<file path="src/rtl/cpu_defs.sv">
// Shared fetch-stage definitions: FSM encoding, instruction width and PC step.
package cpu_defs;

  localparam int unsigned InstWidth = 32;
  localparam logic [31:0] PcIncr    = 32'd4;
  // Clears the two low address bits so the PC stays word-aligned
  localparam logic [31:0] AlignMask = 32'hFFFF_FFFC;

  typedef enum logic [1:0] {
    StRun      = 2'd0,
    StStall    = 2'd1,
    StRedirect = 2'd2
  } fetch_state_e;

endpackage

</file>
<file path="src/rtl/if_id_reg.sv">
// IF/ID pipeline register: loads on en, inserts a bubble on flush, holds otherwise.
module if_id_reg
  import cpu_defs::*;
#(
  parameter logic [InstWidth-1:0] NOP_INST = '0
) (
  input  logic                 clk,
  input  logic                 rst,
  input  logic                 en,
  input  logic                 flush,
  input  logic [31:0]          pc_in,
  input  logic [InstWidth-1:0] inst_in,
  output logic [31:0]          pc_out,
  output logic [InstWidth-1:0] inst_out,
  output logic                 valid_out
);

  logic [31:0]          pc_q, pc_d;
  logic [InstWidth-1:0] inst_q, inst_d;
  logic                 valid_q, valid_d;

  // Next-state select: flush wins over load, otherwise hold
  always_comb begin
    pc_d    = pc_q;
    inst_d  = inst_q;
    valid_d = valid_q;
    if (flush) begin
      pc_d    = 32'd0;
      inst_d  = NOP_INST;
      valid_d = 1'b0;
    end else if (en) begin
      pc_d    = pc_in;
      inst_d  = inst_in;
      valid_d = 1'b1;
    end
  end

  // Register update with synchronous reset to an empty slot
  always_ff @(posedge clk) begin
    if (rst) begin
      pc_q    <= 32'd0;
      inst_q  <= NOP_INST;
      valid_q <= 1'b0;
    end else begin
      pc_q    <= pc_d;
      inst_q  <= inst_d;
      valid_q <= valid_d;
    end
  end

  assign pc_out    = pc_q;
  assign inst_out  = inst_q;
  assign valid_out = valid_q;

endmodule

</file>
<file path="src/rtl/inst_fetch.sv">
// Instruction fetch stage: PC register, stall/redirect FSM and fetch counter.
module inst_fetch
  import cpu_defs::*;
#(
  parameter logic [31:0]          RESET_PC = 32'd0,
  parameter logic [InstWidth-1:0] NOP_INST = '0
) (
  input  logic                 clk,
  input  logic                 rst,
  input  logic                 freeze,
  input  logic                 branch_taken,
  input  logic [31:0]          branch_addr,
  output logic [31:0]          address,
  input  logic [InstWidth-1:0] Inst,
  output logic [31:0]          pc_out,
  output logic [InstWidth-1:0] inst_out,
  output logic                 valid_out,
  output logic [31:0]          fetch_count
);

  fetch_state_e state_q, state_d;
  logic [31:0]  pc_q, pc_d;
  logic [31:0]  count_q, count_d;
  logic [31:0]  pc_next;
  logic         load_en;
  logic         flush;

  // Wraps modulo 2^32 naturally
  assign pc_next = pc_q + PcIncr;

  // Next-state logic: redirect beats freeze; STALL and REDIRECT both resolve like RUN
  always_comb begin
    state_d = state_q;
    pc_d    = pc_q;
    count_d = count_q;
    load_en = 1'b0;
    flush   = 1'b0;
    if (branch_taken) begin
      state_d = StRedirect;
      pc_d    = branch_addr & AlignMask;
      flush   = 1'b1;
    end else begin
      unique case (state_q)
        StStall: begin
          if (freeze) begin
            state_d = StStall;
          end else begin
            state_d = StRun;
            pc_d    = pc_next;
            count_d = count_q + 32'd1;
            load_en = 1'b1;
          end
        end
        StRun, StRedirect: begin
          if (freeze) begin
            state_d = StStall;
          end else begin
            state_d = StRun;
            pc_d    = pc_next;
            count_d = count_q + 32'd1;
            load_en = 1'b1;
          end
        end
        default: state_d = StRun;
      endcase
    end
  end

  // State, PC and counter registers with synchronous reset
  always_ff @(posedge clk) begin
    if (rst) begin
      state_q <= StRun;
      pc_q    <= RESET_PC & AlignMask;
      count_q <= 32'd0;
    end else begin
      state_q <= state_d;
      pc_q    <= pc_d;
      count_q <= count_d;
    end
  end

  assign address     = pc_q;
  assign fetch_count = count_q;

  if_id_reg #(
    .NOP_INST(NOP_INST)
  ) u_if_id_reg (
    .clk      (clk),
    .rst      (rst),
    .en       (load_en),
    .flush    (flush),
    .pc_in    (pc_next),
    .inst_in  (Inst),
    .pc_out   (pc_out),
    .inst_out (inst_out),
    .valid_out(valid_out)
  );

endmodule

</file>
<file path="config.mk">
export PLATFORM = sky130hd
export DESIGN_NAME = inst_fetch
export DESIGN_NICKNAME = d
export VERILOG_FILES = /design/src/rtl/cpu_defs.sv /design/src/rtl/if_id_reg.sv /design/src/rtl/inst_fetch.sv
export SDC_FILE = /design/constraint.sdc
export NUM_CORES = 1
export LEC_CHECK = 0
export BUFFER_PORTS_ARGS = -buffer_cell sky130_fd_sc_hd__buf_2
export CAP_MARGIN = 20
export CORE_MARGIN = 2
export CORE_UTILIZATION = 45
export DETAILED_ROUTE_END_ITERATION = 12
export PLACE_DENSITY = 0.73
export SYNTH_ARGS = -nofsm -noshare
export SYNTH_HDL_FRONTEND = slang
export SYNTH_SLANG_ARGS = --single-unit
</file>
<file path="constraint.sdc">
create_clock -name clk -period 2.5 [get_ports clk]
set_input_delay 0.375 -clock clk [delete_from_list [all_inputs] [get_ports clk]]
set_output_delay 0.375 -clock clk [all_outputs]
set_load 0.01 [all_outputs]
</file>
# Word level (Yosys, flattened, before mapping)
# Index checks and enable logic that the tools add are counted.
# Widths: inputs -> output; s select.
dict set report totals {
  register_bits 131
  latch_bits 0
  ramBits 0
  romBits 0
  input_bits 68
  wordCells 35
  mem_count 0
}
dict set report op_classes {
  add_sub_neg 2
  mul 0
  n_div 0
  n_lt_le_gt_ge 0
  eq_ne 3
  n_shift 0
  mux 10
  n_bitwise 3
  reduce_logical 9
}
# operator n
set ops {}
lappend ops {{$mux 32} 3}
lappend ops {{$add 32x1->32 const B} 1}
lappend ops {{$add 32x3->32 const B} 1}
lappend ops {{$reduce_or 3->1} 2}
lappend ops {{$mux 1} 5}
lappend ops {{$mux 2} 2}
lappend ops {{$reduce_and 2->1} 2}
lappend ops {{$reduce_or 2->1} 2}
lappend ops {{$not 1->1} 3}
lappend ops {{$reduce_and 3->1} 1}
lappend ops {{$eq 2x1->1 const B} 1}
lappend ops {{$eq 2x2->1 const B} 1}
lappend ops {{$logic_not 2->1} 1}
lappend ops {{$ne 2x1->1 const B} 1}
lappend ops {{$reduce_bool 2->1} 1}

# Logic depth before layout (Yosys ltp)
dict set report logic_depth {
  word_depth 4
  ltp_mapped 8
}

# Cells and area by module
# A second synthesis with hierarchy kept.
dict set report unflattened {
  cells_unflattened 696
  hier_area_um2 6263.5
}
# module n_inst cells_each area_each_um2
set by_module_without_submodules {}
lappend by_module_without_submodules {inst_fetch 1 486 3923.8}
lappend by_module_without_submodules {if_id_reg 1 210 2339.7}

# Worst setup path after synthesis
# No wires, ideal clock.
dict set report synth_timing {
  path_type {register -> register}
  start {register pc_q[2] (netlist: address[2])}
  end {register u_if_id_reg.pc_q[26] (netlist: u_if_id_reg.pc_out[26])}
  arrival_time_ps 2070
  t_required_ps 2368
  setup_slack_ps 298
  stages_incl_launch_ff 9
  synth_period_minus_slack_ps 2202
  cell_sequence {dfxtp_1 -> ha_1 -> nand3_4 -> or4_4 -> buf_6 -> buf_6 -> nor3_2 -> xnor2_1 -> a21oi_1}
}
dict set report synth_between {
  elab_chain_cells 1
}
# item line
set synth_lines {}
lappend synth_lines {{start, declared} inst_fetch.sv:22} ;# logic [31:0] pc_q, pc_d;
lappend synth_lines {{start signal, assigned} inst_fetch.sv:73} ;# pc_q <= RESET_PC & AlignMask;
lappend synth_lines {{start signal, assigned} inst_fetch.sv:77} ;# pc_q <= pc_d;
lappend synth_lines {{$add 32x3->32} inst_fetch.sv:29} ;# assign pc_next = pc_q + PcIncr;
lappend synth_lines {{end signal, assigned} if_id_reg.sv:45} ;# pc_q <= pc_d;
lappend synth_lines {{end, declared} if_id_reg.sv:18} ;# logic [31:0] pc_q, pc_d;
# No other way between the ends.
# A chain may end at the register's enable or synchronous reset.

# Final worst setup path
dict set report layout_timing {
  start {register pc_q[3] (netlist: address[3])}
  end {register pc_q[18] (netlist: address[18])}
}
dict set report layout_between {
  elab_chain_cells 4
}
# item line
set layout_lines {}
lappend layout_lines {{$add 32x3->32} inst_fetch.sv:29}
lappend layout_lines {{$mux 32} {inst_fetch.sv:45, inst_fetch.sv:55}}
lappend layout_lines {{$mux 32} --}
lappend layout_lines {{$mux 32} inst_fetch.sv:38} ;# if (branch_taken) begin
# No other way between the ends. The select of a mux whose other input is x is not followed.

==> impl_metrics.tcl <==
set metrics [dict create \
    status "complete, no violations" \
    grt_pass1_vias 4661 \
    worst_pin_slew_ps 1050 \
    synthesis.area_sq_um 5750 \
    finalCritPeriodShare_pct 91.3 \
    r2r_setup_slack_ps 220 \
    worstPathArrival_ps 2620 \
    post-place-cells 1028 \
    hold_viol 0 \
    crit_family "simple AND/OR/NAND/NOR gates" \
    post-route-min-period_ps 2280 \
    post_cts_buffers 0 \
    post_cts_resized 0 \
    cap_violations 0 \
    tns_ps 0 \
    grt_max_degree 55 \
    cts_root_buf "clkbuf_16" \
    synth_cells 691 \
    fin_worst_skew_ps 7.66 \
    portBuffers 190 \
    hold_path_depth 3 \
    r2r_end "address[18]$_SDFFE_PP0P_" \
    slowest_delay_ps 750 \
    via_per_inst 5.10 \
    ir_drop_mv 0.394 \
    drt_iter0_drc 417 \
    layout_common_cells "190 x buf_2, 127 x dfxtp_1, 106 x nand2_1, 74 x nor2_1, 68 x a21oi_1" \
    cp_cell_sequence "ha_1 -> nand3_4 -> or4_4 -> nor4_4 -> xnor2_1 -> a211oi_2" \
    worstReg2RegStart "address[3]$_SDFFE_PP0P_" \
    ios 197 \
    die_area_sq_um 13700 \
    dpl_cell_area_sq_um 6910 \
    dieWidth_um 117 \
    wl_per_cell_um 14.6 \
    rows 41 \
    rsz0062_at_grt "no" \
    gp_congestion 0.906 \
    cts_tree "done" \
    synth-edff-count 0 \
    layout_commonest_cell "buf_2" \
    numCtsBuffers 17 \
    track_usage_pct 22.3 \
    ys_async_sr_fraction_pct 0 \
    hold_buffers 0 \
    post-route-drc-count 0 \
    crit_type "flip-flop to flip-flop" \
    avgSynthCellArea_sq_um 8.32 \
    max_freq_mhz 438 \
    r2r_cells 6 \
    yosysSeqAreaShare_pct 44.2 \
    fin_util_pct 59.6 \
    slew_headroom_pct 30.0 \
    cts.clk_slew.worst_paths_ps 50 \
    cts_buffer_depth 2 \
    drive_gt1_share_pct 30.0 \
    cp.required_ps 2830 \
    firstDrtPassIters 4 \
    antenna_found_initial 3 \
    startpoint_type "flip-flop" \
    whs_ps 169 \
    cp_num_buf_inv 0 \
    endpoint_kind "flip-flop" \
    clk_latency_ps 410 \
    nNetsFinal 945 \
    min_from "branch_addr[31]" \
    cpMaxStageDelayCell "or4_4" \
    drv_slew 0 \
    ys.flop_type "dfxtp_1" \
    p_leak_nw 3.16 \
    setup_slack_ps 218 \
    holdPathEnd "address[31]$_SDFFE_PP0P_" \
    dp_slack_ps 225 \
    dp_hpwl_mm 10.8 \
    finalPower_mw 5.00 \
    wl_mm 15.4 \
    die_h_um 117 \
    power_density_nw_per_um2 668 \
    ys_seq_elements 127 \
    stdcell_area_sq_um 7480 \
    hold_class "primary input to flip-flop" \
    yosysWarnings 0 \
    cts.sink_count 127 \
    finalSetupViolations 0 \
    grt_pass1_wl_mm 23.8 \
    worstPathMaxFanout 18 \
    finalNonFillerCells 1059 \
    initial_utilization_pct 45.7 \
    htree_levels 4 \
    area_growth_pct 30.2 \
    ant_nets 0 \
    yosysUniqueCellTypes 46 \
    vias 5401 \
    core-area_sq_um 12600 \
    overflow 0 \
]
final cells by class:
cell class,count,area (sq um)
fillers,1151,5080
multi-input cells,509,2990
flip-flops and latches,127,2540
clock inverters,7,85.1
repair buffers,214,1140
inverters,6,22.5
clock buffers,23,488
diodes,1,2.50
well taps,172,215
report_power, final:
group / switching (mW) / total (mW) / internal (mW)
clock: 0.837 / 2.39 / 1.55
sequential: 0.0637 / 2.16 / 2.09
combinational: 0.265 / 0.450 / 0.185
state kept, by name, indices dropped and copies added, names as in the netlist:
name / flops
address: 30
u_if_id_reg.valid_out: 1
u_if_id_reg.inst_out: 32
u_if_id_reg.pc_out: 30
state_q: 2
fetch_count: 32
how the worst max path moves through the flow:
stage                                       start                             endpoint  slack (ps)  cells after the start
final                     address[3]$_SDFFE_PP0P_             address[18]$_SDFFE_PP0P_         220                      6
after global routing      address[3]$_SDFFE_PP0P_             address[24]$_SDFFE_PP0P_          70                      6
after CTS                 address[3]$_SDFFE_PP0P_             address[26]$_SDFFE_PP0P_         210                      6
after floorplan           address[2]$_SDFFE_PP0P_  u_if_id_reg.pc_out[26]$_SDFFE_PP0P_         300                      8
after global placement    address[3]$_SDFFE_PP0P_             address[30]$_SDFFE_PP0P_         260                      6
after detailed placement  address[3]$_SDFFE_PP0P_             address[26]$_SDFFE_PP0P_         230                      6
tightest hold or removal path, delay by kind of cell:
kind	cells	cell delay, ps
AND/OR/NAND/NOR	1	40
AO/OA/AOI/OAI	1	50
buffers and inverters	1	80
synthesized netlist by cell type, types with 2 or more instances:
master	n	area (sq um)
a211oi_1	19	143
a211oi_2	2	25.0
a21oi_1	69	345
and2_1	4	25.0
and3_1	7	43.8
and4_1	5	43.8
buf_1	7	26.3
buf_2	3	15.0
buf_4	4	30.0
buf_6	2	22.5
clkbuf_1	35	131
dfxtp_1	127	2540
ha_1	2	25.0
inv_1	5	18.8
mux2i_1	3	30.0
nand2_1	106	398
nand3_1	26	130
nand4_1	26	163
nor2_1	75	282
nor3_1	11	55.1
nor3_2	8	80.1
nor4_1	3	18.8
nor4_2	4	50.1
nor4_4	3	63.8
o21ai_0	23	115
o21ai_1	7	35.0
or3_1	5	31.3
or4_1	2	15.0
xnor2_1	41	359
xor2_1	41	359
metal layers:
layer / vias up / GRT usage, % / wire length [um]
met5: - / 0 / 27
met4: 4 / 8.55 / 262
met3: 25 / 6.80 / 955
met2: 162 / 34.8 / 7300
met1: 2493 / 29.2 / 6880
li1: 2717 / - / -
cell families after synthesis:
kind of cell	Yosys count	share of synthesized area, %
simple gates	293	25.6
compound gates	125	12.3
flops	127	44.2
fa+ha+maj	2	0.435
buf+inv	58	4.40
other cells	1	0.0652
mux	3	0.522
xor+xnor	82	12.5
Note: power is estimated with default switching activity, not from simulation.
